--- src/rtl/mem_wb_stage_pkg.sv ---
// mem_wb_stage_pkg: memory-op codes, FSM states and op decode shared by the MEM stage
package mem_wb_stage_pkg;
  localparam logic [1:0] MEM_NONE = 2'b00;
  localparam logic [1:0] MEM_READ = 2'b01;
  localparam logic [1:0] MEM_WRITE = 2'b10;
  localparam logic [1:0] MEM_ILLEGAL = 2'b11;
  typedef enum logic {IDLE, WAIT} state_t;
  function automatic logic is_op(input logic [1:0] mem);
    return mem == MEM_READ || mem == MEM_WRITE;
  endfunction
endpackage

--- src/rtl/mem_wb_reg.sv ---
// mem_wb_reg: MEM/WB pipeline register that inserts a bubble whenever load is low
module mem_wb_reg import mem_wb_stage_pkg::*; #(
  parameter int DATA_W = 32
) (
  input  logic              clk,
  input  logic              rst_n,
  input  logic              load,
  input  logic              next_reg_write,
  input  logic [4:0]        next_rd_addr,
  input  logic [DATA_W-1:0] next_wb_data,
  output logic              reg_write,
  output logic [4:0]        rd_addr,
  output logic [DATA_W-1:0] wb_data
);
  always_ff @(posedge clk or negedge rst_n) begin
    if (!rst_n) begin
      reg_write <= 1'b0;
      rd_addr <= '0;
      wb_data <= '0;
    end else begin
      reg_write <= load && next_reg_write;
      if (load) begin
        rd_addr <= next_rd_addr;
        wb_data <= next_wb_data;
      end
    end
  end
endmodule

--- src/rtl/mem_wb_stage.sv ---
// mem_wb_stage: memory-access stage with req/ack handshake, timeout abort and MEM/WB register
module mem_wb_stage import mem_wb_stage_pkg::*; #(
  parameter int TIMEOUT = 64,
  parameter int DATA_W = 32
) (
  input  logic              clk_i,
  input  logic              rst_i,
  input  logic              WB_i,
  input  logic [1:0]        Mem_i,
  input  logic [DATA_W-1:0] Memaddr_i,
  input  logic [DATA_W-1:0] Memdata_i,
  input  logic [DATA_W-1:0] ALUres_i,
  input  logic [4:0]        rd_addr_i,
  output logic              mem_req_o,
  output logic              mem_we_o,
  output logic [DATA_W-1:0] mem_addr_o,
  output logic [DATA_W-1:0] mem_wdata_o,
  input  logic [DATA_W-1:0] mem_rdata_i,
  input  logic              mem_ack_i,
  output logic              stall_o,
  output logic              RegWrite_o,
  output logic [4:0]        rd_addr_o,
  output logic [DATA_W-1:0] wb_data_o,
  output logic              err_o
);
  localparam int CW = $clog2(TIMEOUT + 2);
  state_t state, state_next;
  logic [CW-1:0] cnt, cnt_next;
  logic op, done, timeout_hit, wait_more;
  assign op = is_op(Mem_i);
  assign done = op && mem_ack_i;
  assign timeout_hit = TIMEOUT != 0 && state == WAIT && op && !mem_ack_i && cnt == CW'(TIMEOUT);
  assign wait_more = op && !mem_ack_i && !timeout_hit;
  assign mem_req_o = rst_i && op;
  assign mem_we_o = Mem_i[1];
  assign mem_addr_o = Memaddr_i;
  assign mem_wdata_o = Memdata_i;
  assign stall_o = rst_i && wait_more;
  always_comb begin
    state_next = wait_more ? WAIT : IDLE;
    cnt_next = wait_more ? cnt + CW'(1) : '0;
  end
  always_ff @(posedge clk_i or negedge rst_i) begin
    if (!rst_i) begin
      state <= IDLE;
      cnt <= '0;
      err_o <= 1'b0;
    end else begin
      state <= state_next;
      cnt <= cnt_next;
      err_o <= timeout_hit || Mem_i == MEM_ILLEGAL;
    end
  end
  mem_wb_reg #(.DATA_W(DATA_W)) u_reg (
    .clk(clk_i),
    .rst_n(rst_i),
    .load(Mem_i == MEM_NONE || done),
    .next_reg_write(WB_i),
    .next_rd_addr(rd_addr_i),
    .next_wb_data(Mem_i == MEM_READ ? mem_rdata_i : ALUres_i),
    .reg_write(RegWrite_o),
    .rd_addr(rd_addr_o),
    .wb_data(wb_data_o)
  );
endmodule
--- config.mk ---
export PLATFORM = sky130hd
export DESIGN_NAME = mem_wb_stage
export DESIGN_NICKNAME = d
export VERILOG_FILES = /design/src/rtl/mem_wb_stage_pkg.sv /design/src/rtl/mem_wb_reg.sv /design/src/rtl/mem_wb_stage.sv
export SDC_FILE = /design/constraint.sdc
export NUM_CORES = 1
export LEC_CHECK = 0
export BUFFER_PORTS_ARGS = -buffer_cell sky130_fd_sc_hd__clkbuf_2
export CAP_MARGIN = 20
export CORE_UTILIZATION = 30
export DETAILED_ROUTE_END_ITERATION = 8
export GPL_ROUTABILITY_DRIVEN = 0
export GPL_TIMING_DRIVEN = 0
export PLACE_DENSITY_LB_ADDON = 0.2
export RECOVER_POWER = 100
export SYNTH_ARGS = -nofsm -noshare
export SYNTH_HDL_FRONTEND = slang
export SYNTH_HIERARCHICAL = 1
export SYNTH_SLANG_ARGS = --single-unit
--- constraint.sdc ---
create_clock -name clk_i -period 1.7 [get_ports clk_i]
set_input_delay 0.085 -clock clk_i [delete_from_list [all_inputs] [get_ports clk_i]]
set_output_delay 0.085 -clock clk_i [all_outputs]
set_load 0.01 [all_outputs]
; After elaboration in Yosys (flattened, before gate mapping)
; Index checks and enable logic that the tools add are counted.
[op_classes]
addsub = 1
n_eq_ne = 4
muxes = 3
reduce_logical = 15
[op_table]
columns = cell, n
row1 = 32-bit 2-to-1 mux, 1
row2 = 1-bit logical AND, 9
row3 = 7-bit by 1-bit adder with 7-bit output (second input constant), 1
row4 = 7-bit equality test (second input constant), 1
row5 = 7-bit 2-to-1 mux, 1
row6 = 2-bit equality test (second input constant), 2
row7 = 1-bit logical OR, 3
row8 = 2-bit by 1-bit equality test with 1-bit output (second input constant), 1
row9 = 1-bit zero test, 2
row10 = 2-bit zero test, 1
row11 = 1-bit 2-to-1 mux, 1
[word_totals]
ff_bits = 47
inputBits = 139
output_inout_bits = 106
word_cells = 29

; Logic depth before layout (Yosys ltp)
; Gate-level depths: netlist of run 1.
[logic_depth]
word_depth = 8
mapped_depth = 6
ltp_nobuf = 6

; Modules after synthesis
; Netlist of run 1, hierarchy kept.
[by_module_without_submodules]
columns = module, instances, cells_per_inst, area_each_um2, seq_area_each_um2
row1 = mem_wb_reg, 1, 80, 1483.9, 950.9
row2 = mem_wb_stage, 1, 147, 1343.8, 225.2

; Worst setup path before layout of run 1
; Ideal clock, no wire load.
[synth_path]
path_type = reg-to-output
from = register cnt[0]
to = output stall_o
t_arrival_ns = 1.365
required_ns = 1.615
setup_slack_ns = 0.250
stages_incl_launch_ff = 7
path_cell_list = dfrtp_1 inv_1 ha_1 nor4bb_2 a311o_2 inv_2 and2_4
[synth_via]
elab_chain_len = 5
[synth_rtl]
columns = item, line_no
row1 = start: declaration, mem_wb_stage.sv:28  ; logic [CW-1:0] cnt, cnt_next;
row2 = start signal: assignment, mem_wb_stage.sv:50  ; cnt <= cnt_next;
row3 = 7-bit equality test, mem_wb_stage.sv:32  ; assign timeout_hit = TIMEOUT != 0 && state == WAIT && op && !mem_ack_i && cnt == CW'(TIMEOUT);
row4 = 1-bit logical AND, mem_wb_stage.sv:32
row5 = 1-bit zero test, mem_wb_stage.sv:33  ; assign wait_more = op && !mem_ack_i && !timeout_hit;
row6 = 1-bit logical AND, mem_wb_stage.sv:33
row7 = 1-bit logical AND, mem_wb_stage.sv:38  ; assign stall_o = rst_i && wait_more;
row8 = end: declaration, mem_wb_stage.sv:20  ; output logic stall_o,
; No other way between the ends.

; Worst setup path in the final report of run 1
; Same ends and word-level chain as after synthesis.

==> results of run 1 <==
[critical path, cell delays in order (launching register included)]
cell and delay, ps:
dfrtp_1 350, inv_1 50, ha_2 170, nor4bb_4 150, a311o_2 380, inv_2 70
and2_4 130, buf_6 100
[state kept, by name (all words and copies together), names as in the netlist]
signal           flops
state                1
u_reg/reg_write      1
u_reg/wb_data       32
u_reg/rd_addr        5
err_o                1
cnt                  7
[area by class of cell]
cell class / count / area, um^2 / area share
timing repair buffer: 190 / 870 / 0.222
multi-input combinational: 101 / 1090 / 0.279
clock inverter: 1 / 5.00 / 0.00128
inverter: 6 / 22.5 / 0.00574
tap: 111 / 139 / 0.0354
clock buffer: 7 / 76.3 / 0.0195
sequential: 47 / 1180 / 0.300
buffer: 73 / 538 / 0.137
[cells by family after synthesis]
| group | count (synthesis) | synth area share |
|---|---|---|
| xor gates and xnor gates | 3 | 0.00929 |
| buffers and inverters | 79 | 0.201 |
| muxes | 69 | 0.300 |
| and+or+nand+nor | 17 | 0.0341 |
| AOI/OAI and AO/OA | 7 | 0.0177 |
| DFF | 47 | 0.416 |
| adders and majority gates | 5 | 0.0221 |
[report_power, final]
| part | internal, W | switching, W | leakage, nW |
|---|---|---|---|
| registers | 0.00128 | 0.0000821 | 0.568 |
| clock network | 0.000289 | 0.000356 | 0.0422 |
| logic | 0.000536 | 0.000429 | 1.29 |
| total | 0.00211 | 0.000868 | 1.90 |
[worst max path at each step]
| stage | slack (ps) | endpoint | startpoint | cells after the start |
|---|---|---|---|---|
| after global placement | -150 | u_reg/wb_data[29] | Mem_i[1] | 7 |
| after floorplan | 250 | stall_o | cnt[0] | 6 |
| after CTS | -80 | stall_o | cnt[0] | 7 |
| final | -80 | stall_o | cnt[0] | 7 |
| after detailed placement | -160 | u_reg/wb_data[29] | Mem_i[1] | 7 |
| after global routing | -180 | stall_o | cnt[1] | 7 |
[metrics by stage]
stage	setup slack, ps	instance area [um^2]	power (W)	TNS (ps)	hold slack, ps
3_3_place_gp	-148	3870	0.00240	-2400	303
3_5_place_dp	-160	3890	0.00242	-3160	160
5_1_grt	-176	3920	0.00318	-1730	7.56
2_1_floorplan	250	2830	0.00198	0	-211
6_report	-78.0	3920	0.00298	-78.0	21.0
4_1_cts	-79.4	4030	0.00311	-79.4	0.174
[layer usage]
| layer | vias up | GRT usage | wire length (um) |
|---|---|---|---|
| met5 | - | 0 | 0 |
| met2 | 123 | 0.263 | 3650 |
| li1 | 1089 | - | - |
| met1 | 1020 | 0.152 | 2620 |
| met3 | 6 | 0.0319 | 539 |
| met4 | 0 | 0.0317 | 49 |
[cell usage in the layout, fill, tap and decap left out, drive strengths merged]
master and instances:
xor2 2, a41o 1, clkbuf 190, o21ai 2
dfrtp 47, nor4bb 1, nand2 2, clkinv 1
a21o 1, or3 2, nand3 2, a311o 1
dlygate4sd3 4, xnor2 1, inv 6, buf 76
nor2 6, ha 5, and2 4, a21oi 2
mux2 69
[repair_timing]
action / CTS / global route
setup buffers: 3 / 2
endpoints found under the setup margin: 1 / 2
gates resized for setup: 2 / 3
pin swaps: 2 / 1
hold buffers: 3 / 1
endpoints found under the hold margin: 25 / 1
==> impl_metrics.tcl, run 1 <==
set metrics [dict create \
    stdcell_count 536 \
    path_clk_slew_ps 90 \
    syn-instance-count 227 \
    insertedDiodeCount 0 \
    drive_gt1_frac 0.539 \
    ctsHtreeMaxLevel 2 \
    r2r_setup_slack_ps 110 \
    status "complete, but fails checks" \
    synth_top_area_frac 0.416 \
    critPathLaunchType "register" \
    rsz0062_at_grt "yes" \
    grt_overflow 0 \
    yosys-top-cells-count "buf_4 (65), mux2_2 (48), dfrtp_1 (47), mux2_4 (19), nor2_1 (6)" \
    fp-row-count 35 \
    crit_type "reg2out" \
    syn-num-nets 371 \
    yosysMostFrequentCell "buf_4" \
    synth_cell_type_count 25 \
    whs_endpoint "u_reg/rd_addr[3]" \
    synth_top_cell_by_area "dfrtp_1" \
    die_area_um2 9820 \
    clock_skew_ps 3.12 \
    wl_per_cell_um 12.8 \
    power.leakage_nw 1.90 \
    grt_pass1_wl_mm 10.5 \
    syn_to_final_growth_pct 38.7 \
    hold_depth 2 \
    ys_ff_latch 47 \
    rr_endpoint "cnt[6]" \
    async_flop_share 1.00 \
    grt_max_degree 27 \
    setup_viol 1 \
    wirelength_mm 6.86 \
    coreArea_um2 9200 \
    nets 568 \
    hp-start "rd_addr_i[3]" \
    fill_cells 955 \
    num_io_pins 245 \
    post-route-util 0.426 \
    slew_headroom 0.558 \
    start_util 0.307 \
    crit_required_ps 1620 \
    hold_violations 0 \
    vias 2238 \
    drtIter0Drc 27 \
    dp.final_hpwl_mm 5.49 \
    via_per_inst 4.18 \
    antenna_found_initial 0 \
    rr_startpoint "cnt[0]" \
    yosysWarnings 6 \
    yosysSeqAreaShare 0.416 \
    fin_crit_sh 1.05 \
    cts_tree "built" \
    tightest_slew_ps 663 \
    synth_flop_cell "dfrtp_1" \
    synth_area_um2 2830 \
    maxSlewViolCount 0 \
    cts_buffers 5 \
    worst_setup_path_end_kind "output port" \
    fmax_mhz 562 \
    r2r_cells 7 \
    grt_pass1_vias 2135 \
    hp-class "in2reg" \
    clk_root_buffer_cell "clkbuf_8" \
    fp.dieH_um 99.1 \
    drt_pass1_iterations 4 \
    postRouteAntennaNets 0 \
    crit_arrival_ps 1690 \
    setup_slack_ps -78.0 \
    ctsLongestPathBuffers 2 \
    chipWidth_um 99.1 \
    placedCellCount 519 \
    grt_usage 0.137 \
    synth_edf_count 0 \
    ir_drop_mv 0.381 \
    syn_avg_cell_area_um2 12.5 \
    cp_max_fo 3 \
    power_density_nw_per_um2 759 \
    drc 0 \
    period_minus_slack_ps 1780 \
    synth.top_cells.by_area "dfrtp_1 (42%), mux2_2 (19%), buf_4 (17%)" \
    clock_latency_ps 290 \
    clock-sinks 47 \
    portBuffers 180 \
    violations "negative setup slack" \
    cap_violations 0 \
]
Power figures use the tool's default switching activity.
==> run 2: changes to the inputs <==
--- a/config.mk
+++ b/config.mk
@@ -5,9 +5,11 @@
 export SDC_FILE = /design/constraint.sdc
 export NUM_CORES = 1
 export LEC_CHECK = 0
+export ABC_AREA = 1
 export BUFFER_PORTS_ARGS = -buffer_cell sky130_fd_sc_hd__clkbuf_2
 export CAP_MARGIN = 20
 export CORE_UTILIZATION = 30
+export CTS_CLUSTER_SIZE = 30
 export DETAILED_ROUTE_END_ITERATION = 8
 export GPL_ROUTABILITY_DRIVEN = 0
 export GPL_TIMING_DRIVEN = 0
==> constraint.sdc (replaced) <==
create_clock -name clk_i -period 1.45 [get_ports clk_i]
set_input_delay 0.0725 -clock clk_i [delete_from_list [all_inputs] [get_ports clk_i]]
set_output_delay 0.0725 -clock clk_i [all_outputs]
set_load 0.01 [all_outputs]
==> run 2 against run 1 <==
Compared with the run above: worst hold slack gained 78 ps; synthesized area grew 5.8%; power grew 14%; sequential power grew 16%; the flow now finishes without violations.
==> impl_metrics.tcl, run 2 <==
set metrics [dict create \
    synth_flop_cell "dfrtp_1" \
    clock_skew_ps 1.44 \
    grt_overflow 0 \
    hold_depth 4 \
    reg_top3 "u_reg/wb_data (32), cnt (7), u_reg/rd_addr (5)" \
    yosysWarnings 6 \
    crit_required_ps 1380 \
    tightest_slew_ps 776 \
    syn-num-nets 468 \
    drtIter0Drc 19 \
    path_cells "inv_2 > ha_4 > nand3_4 > o21ai_4 > nor2_1 > buf_2" \
    crit_type "reg2out" \
    syn_to_final_growth_pct 38.6 \
    ir_drop_mv 0.425 \
    fin_hold_ws_ps 98.5 \
    syn-instance-count 324 \
    fmax_mhz 706 \
    period_minus_slack_ps 1420 \
    ctsHtreeMaxLevel 2 \
    p_int_w 0.00235 \
    wl_per_cell_um 10.6 \
    status "finished, final reports clean" \
    async_flop_share 1.00 \
    largest-register "u_reg/wb_data" \
    nets 668 \
    via_per_inst 4.01 \
    start_util 0.308 \
    seqPwrFrac 0.464 \
    largest_register_ff_count 32 \
    synthMuxAreaShare 0.158 \
    critical-path-max-stage-delay_ps 400 \
    clkPwrFrac 0.213 \
    synth.top_cells.by_area "dfrtp_1 (39%), buf_4 (17%), mux2_4 (15%)" \
    synthSimpleGateAreaFrac 0.181 \
    fill_cells 1068 \
    synth_xor_area_frac 0.00878 \
    num_io_pins 245 \
    die_area_um2 10400 \
    drc 0 \
    insertedDiodeCount 0 \
    layout_commonest_cell "nand2_1" \
    drt_pass1_iterations 4 \
    fin_crit_sh 0.977 \
    yosys-top-cells-count "nand2_1 (118), buf_4 (68), dfrtp_1 (47), mux2_4 (30), inv_1 (15)" \
    rsz0062_at_grt "yes" \
    chipWidth_um 102 \
    cts_buffers 5 \
    synth_compound_area_frac 0.0155 \
    synth_area_um2 2990 \
    clock-sinks 47 \
    postRouteAntennaNets 0 \
    fp-row-count 36 \
    ctsLongestPathBuffers 2 \
    hp-class "in2reg" \
    mostFrequentLayoutCells "nand2_1 (118), clkbuf_1 (107), clkbuf_2 (74)" \
    r2r_setup_slack_ps 120 \
    ys_ff_latch 47 \
    cts_tree "built" \
    synthAdderAreaFrac 0.0209 \
    grt_max_degree 32 \
    grt_pass1_wl_mm 10.6 \
    comb_power_share 0.323 \
    grt_usage 0.132 \
    antenna_found_initial 0 \
    syn_avg_cell_area_um2 9.24 \
    maxSlewViolCount 0 \
    drive_gt1_frac 0.384 \
    power.leakage_nw 2.23 \
    synth_top_family_by_area "buffers and inverters" \
    clk_root_buffer_cell "clkbuf_8" \
    synth_edf_count 0 \
    slew_headroom 0.481 \
    rr_startpoint "cnt[1]" \
    vias 2629 \
    hold_violations 0 \
    synth_top_area_frac 0.393 \
    synth_cell_type_count 20 \
    power_w 0.00340 \
    rr_endpoint "cnt[4]" \
    coreArea_um2 9730 \
    crit_arrival_ps 1340 \
    critPathLaunchType "register" \
    cp_slowest_cell "dfrtp_1" \
    switchingPower_w 0.00105 \
    sw_frac_of_total 0.310 \
    cap_violations 0 \
    power_density_nw_per_um2 821 \
    portBuffers 180 \
    clock_latency_ps 290 \
    synth_top_cell_by_area "dfrtp_1" \
    setup_viol 0 \
    dp.final_hpwl_mm 5.48 \
    fp.dieH_um 102 \
    r2r_cells 6 \
    worst_setup_path_end_kind "output port" \
    yosysSeqAreaShare 0.393 \
    whs_endpoint "u_reg/wb_data[8]" \
    yosysMostFrequentCell "nand2_1" \
    grt_pass1_vias 2376 \
    wirelength_mm 6.93 \
    path_clk_slew_ps 80 \
    cp_max_fo 2 \
    hp-start "mem_rdata_i[8]" \
]
run 2: changes by cell type after synthesis, sizes merged, moves of 2 or more:
cell / change
mux2: -37
buf: +5
and2: -4
inv: +10
nand2: +117
a21oi: -2
or3: -2
o21bai: +3
nand3: +5
nor2: +7
run 2: timing repair:
action                                  4_1_cts  5_1_grt
pin swaps                                     2        2
gates resized for setup                       3        4
setup buffers                                 3        1
hold endpoints to repair                     23        0
hold buffers                                  8        0
endpoints found under the setup margin        1        1
run 2: cell families after synthesis:
family,Yosys count
AOI/OAI and AO/OA,5
adders and majority gates,5
DFF,47
xor gates and xnor gates,3
and+or+nand+nor,139
buffers and inverters,93
muxes,32
run 2: final cells by class:
cell class,count,area [um^2],share of cell area
inverters,16,60.1,0.0145
multi-input cells,184,1180,0.284
well taps,133,166,0.0401
clock buffers,6,72.6,0.0175
plain buffers,77,597,0.144
flip-flops and latches,47,1180,0.284
repair buffers,193,900,0.217
run 2: layer usage:
| metal | track usage | vias to the layer above | part of all wire |
|---|---|---|---|
| met5 | 0 | - | 0 |
| met4 | 0.0363 | 0 | 0.0098 |
| met3 | 0.0328 | 6 | 0.086 |
| met2 | 0.241 | 148 | 0.51 |
| met1 | 0.152 | 1150 | 0.40 |
| li1 | - | 1325 | - |
run 2: worst max-delay path, delay by kind of cell, from the launching register on:
kind,cells,cell delay [ps]
adders and majority gates,1,140
DFF,1,400
AOI/OAI and AO/OA,1,180
buffers and inverters,2,210
and+or+nand+nor,2,120
run 2: power by group through the flow:
stage / sequential (W) / combinational, W / clock, W
finish: 0.00158 / 0.00110 / 0.000725
global route: 0.00161 / 0.00124 / 0.000817
CTS: 0.00158 / 0.00119 / 0.000756
detailed placement: 0.00161 / 0.00116 / 0
global placement: 0.00160 / 0.00114 / 0
floorplan: 0.00168 / 0.000583 / 0
run 2: worst max-delay path by stage:
stage	start	end	slack [ps]
5_1_grt	cnt[0]	stall_o	-40
4_1_cts	cnt[1]	stall_o	-5
3_5_place_dp	Mem_i[0]	u_reg/wb_data[23]	80
2_1_floorplan	cnt[0]	cnt[0]	310
3_3_place_gp	rst_i	stall_o	-40
6_report	cnt[1]	stall_o	30
run 2: per-stage QoR:
stage	std cells	cell area [um^2]	setup WS [ps]	utilization	setup TNS, ps
finish	656	4150	33.2	0.426	0
floorplan	324	2990	309	-	0
global placement	637	4060	-42.1	0.417	-58.9
detailed placement	638	4080	75.2	0.419	0
global route	656	4150	-35.2	0.426	-164
CTS	655	4260	-5.07	0.438	-5.07
==> run 3: changes to the inputs <==
--- a/config.mk
+++ b/config.mk
@@ -9,12 +9,13 @@
 export BUFFER_PORTS_ARGS = -buffer_cell sky130_fd_sc_hd__clkbuf_2
 export CAP_MARGIN = 20
 export CORE_UTILIZATION = 30
-export CTS_CLUSTER_SIZE = 30
+export CTS_CLUSTER_SIZE = 16
 export DETAILED_ROUTE_END_ITERATION = 8
 export GPL_ROUTABILITY_DRIVEN = 0
 export GPL_TIMING_DRIVEN = 0
 export PLACE_DENSITY_LB_ADDON = 0.2
 export RECOVER_POWER = 100
+export SLEW_MARGIN = 20
 export SYNTH_ARGS = -nofsm -noshare
 export SYNTH_HDL_FRONTEND = slang
 export SYNTH_HIERARCHICAL = 1
==> constraint.sdc (replaced) <==
create_clock -name clk_i -period 1.45 [get_ports clk_i]
set_input_delay 0.29 -clock clk_i [delete_from_list [all_inputs] [get_ports clk_i]]
set_output_delay 0.29 -clock clk_i [all_outputs]
set_load 0.01 [all_outputs]
==> run 3 against run 2 <==
Compared with the run above: core utilization fell by 0.90 points; the flow now finishes with violations (negative hold slack, negative setup slack); cell count fell by 1.5%; fmax fell by 13%; largest cell class unchanged; global-route usage fell by 0.42 points; critical endpoint unchanged; critical path depth did not move; final area fell by 2.1%; clock skew barely moved.
==> impl_metrics.tcl, run 3 (synthesized netlist as in run 2, its figures left out) <==
set metrics [dict create \
    status "complete, but fails checks" \
    violations "negative hold slack, negative setup slack" \
    setup_viol 1 \
    clock-sinks 47 \
    ctsLongestPathBuffers 2 \
    grt_max_degree 50 \
    start_util 0.308 \
    via_per_inst 3.96 \
    insertedDiodeCount 0 \
    setup_slack_ps -188 \
    slew_headroom 0.739 \
    dp.final_hpwl_mm 5.37 \
    worst_setup_path_end_kind "output port" \
    period_minus_slack_ps 1640 \
    wl_per_cell_um 10.5 \
    clock_skew_ps 1.13 \
    postRouteAntennaNets 0 \
    critPathTopFamily "flip-flops" \
    cts_buffers 5 \
    fin_hold_ws_ps -74.3 \
    drive_gt1_frac 0.392 \
    grt_pass1_wl_mm 10.3 \
    fmax_mhz 611 \
    crit_arrival_ps 1350 \
    path_cells "inv_2 > ha_4 > nand3_4 > o21ai_4 > nor2_1 > buf_2" \
    crit_required_ps 1160 \
    grt_pass1_vias 2333 \
    cap_violations 0 \
    clk_root_buffer_cell "clkbuf_8" \
    largest_register_ff_count 32 \
    ctsHtreeMaxLevel 2 \
    fp.dieH_um 102 \
    maxSlewViolCount 0 \
    fill_cells 1050 \
    post-route-util 0.417 \
    drtIter0Drc 24 \
    mostFrequentLayoutCells "nand2_1 (118), clkbuf_1 (106), clkbuf_2 (74)" \
    grt_usage 0.127 \
    setup_tns_ps -188 \
    wirelength_mm 6.79 \
    largest-register "u_reg/wb_data" \
    fp-row-count 36 \
    chipWidth_um 102 \
    power_density_nw_per_um2 833 \
    cp_max_fo 2 \
    path_clk_slew_ps 80 \
    cts_tree "built" \
    crit_type "reg2out" \
    critPathLaunchType "register" \
    vias 2560 \
    grt_overflow 0 \
    layout_commonest_cell "nand2_1" \
    die_area_um2 10400 \
    nets 658 \
    power.leakage_nw 2.19 \
    num_io_pins 245 \
    crit_buf_inv 2 \
    hp-class "in2async" \
    critical-path-max-stage-delay_ps 410 \
    portBuffers 180 \
    ir_drop_mv 0.385 \
    syn_to_final_growth_pct 35.7 \
    cp_slowest_cell "dfrtp_1" \
    clock_latency_ps 290 \
    rsz0062_at_grt "yes" \
    reg_top3 "u_reg/wb_data (32), cnt (7), u_reg/rd_addr (5)" \
    fin_crit_sh 1.13 \
    drc 0 \
    coreArea_um2 9730 \
    antenna_found_initial 0 \
    drt_pass1_iterations 4 \
    pre_cts_ws_ps -263 \
    tightest_slew_ps 391 \
    hold_violations 47 \
]
## run 3: repair_timing
| action | CTS | global route |
|---|---|---|
| pin swaps | 2 | 2 |
| endpoints found under the hold margin | 47 | 47 |
| setup buffers | 3 | 0 |
| endpoints found under the setup margin | 2 | 1 |
| resized for setup | 4 | 5 |
## run 3: through the flow
| stage | std cells | power, W | hold WS, ps | instance area (um^2) |
|---|---|---|---|---|
| after floorplan | 324 | 0.00227 | -5.59 | 2990 |
| after global placement | 637 | 0.00274 | 454 | 4060 |
| after detailed placement | 637 | 0.00276 | 399 | 4060 |
| after CTS | 646 | 0.00351 | -61.2 | 4170 |
| after global routing | 646 | 0.00364 | -45.0 | 4060 |
| final | 646 | 0.00338 | -74.3 | 4060 |
## run 3: layout make-up
cell class / instances / area (um^2) / area share
plain buffers: 77 / 606 / 0.149
clock buffers: 6 / 72.6 / 0.0179
inverters: 16 / 60.1 / 0.0148
multi-input cells: 184 / 1180 / 0.290
flip-flops and latches: 47 / 1180 / 0.290
well taps: 133 / 166 / 0.0410
repair buffers: 183 / 801 / 0.197
## run 3: where the power goes
| group | internal, W | switching (W) | leakage, nW |
|---|---|---|---|
| Sequential | 0.00148 | 0.0000945 | 0.588 |
| Combinational | 0.000529 | 0.000553 | 1.56 |
| Clock | 0.000322 | 0.000399 | 0.0371 |
| Total | 0.00234 | 0.00105 | 2.19 |
## run 3: worst paths after layout
kind,from,cells after the start,slack (ps),endpoint
min in group clk_i,WB_i,3,180,u_reg/reg_write
setup reg to reg,cnt[0],5,240,cnt[4]
max in group asynchronous,rst_i,1,1220,u_reg/wb_data[21]
hold reg to reg,u_reg/wb_data[13],2,470,u_reg/wb_data[13]
setup / recovery,cnt[1],6,-190,stall_o
hold / removal,rst_i,1,-70,cnt[2]
## run 3: worst reg2reg max path, cell delays in order (launching register included)
cell and delay, ps:
dfrtp_1 400, buf_4 150, ha_1 240, nand3_1 110, xor2_1 150, nor2_1 60
## run 3: per-layer routing
metal  wire length, um  share of wire  global-route usage
met1              2710           0.40               0.144
met2              3510           0.52               0.236
met3               519          0.076              0.0328
met4                56         0.0082              0.0341
met5                 0              0                   0
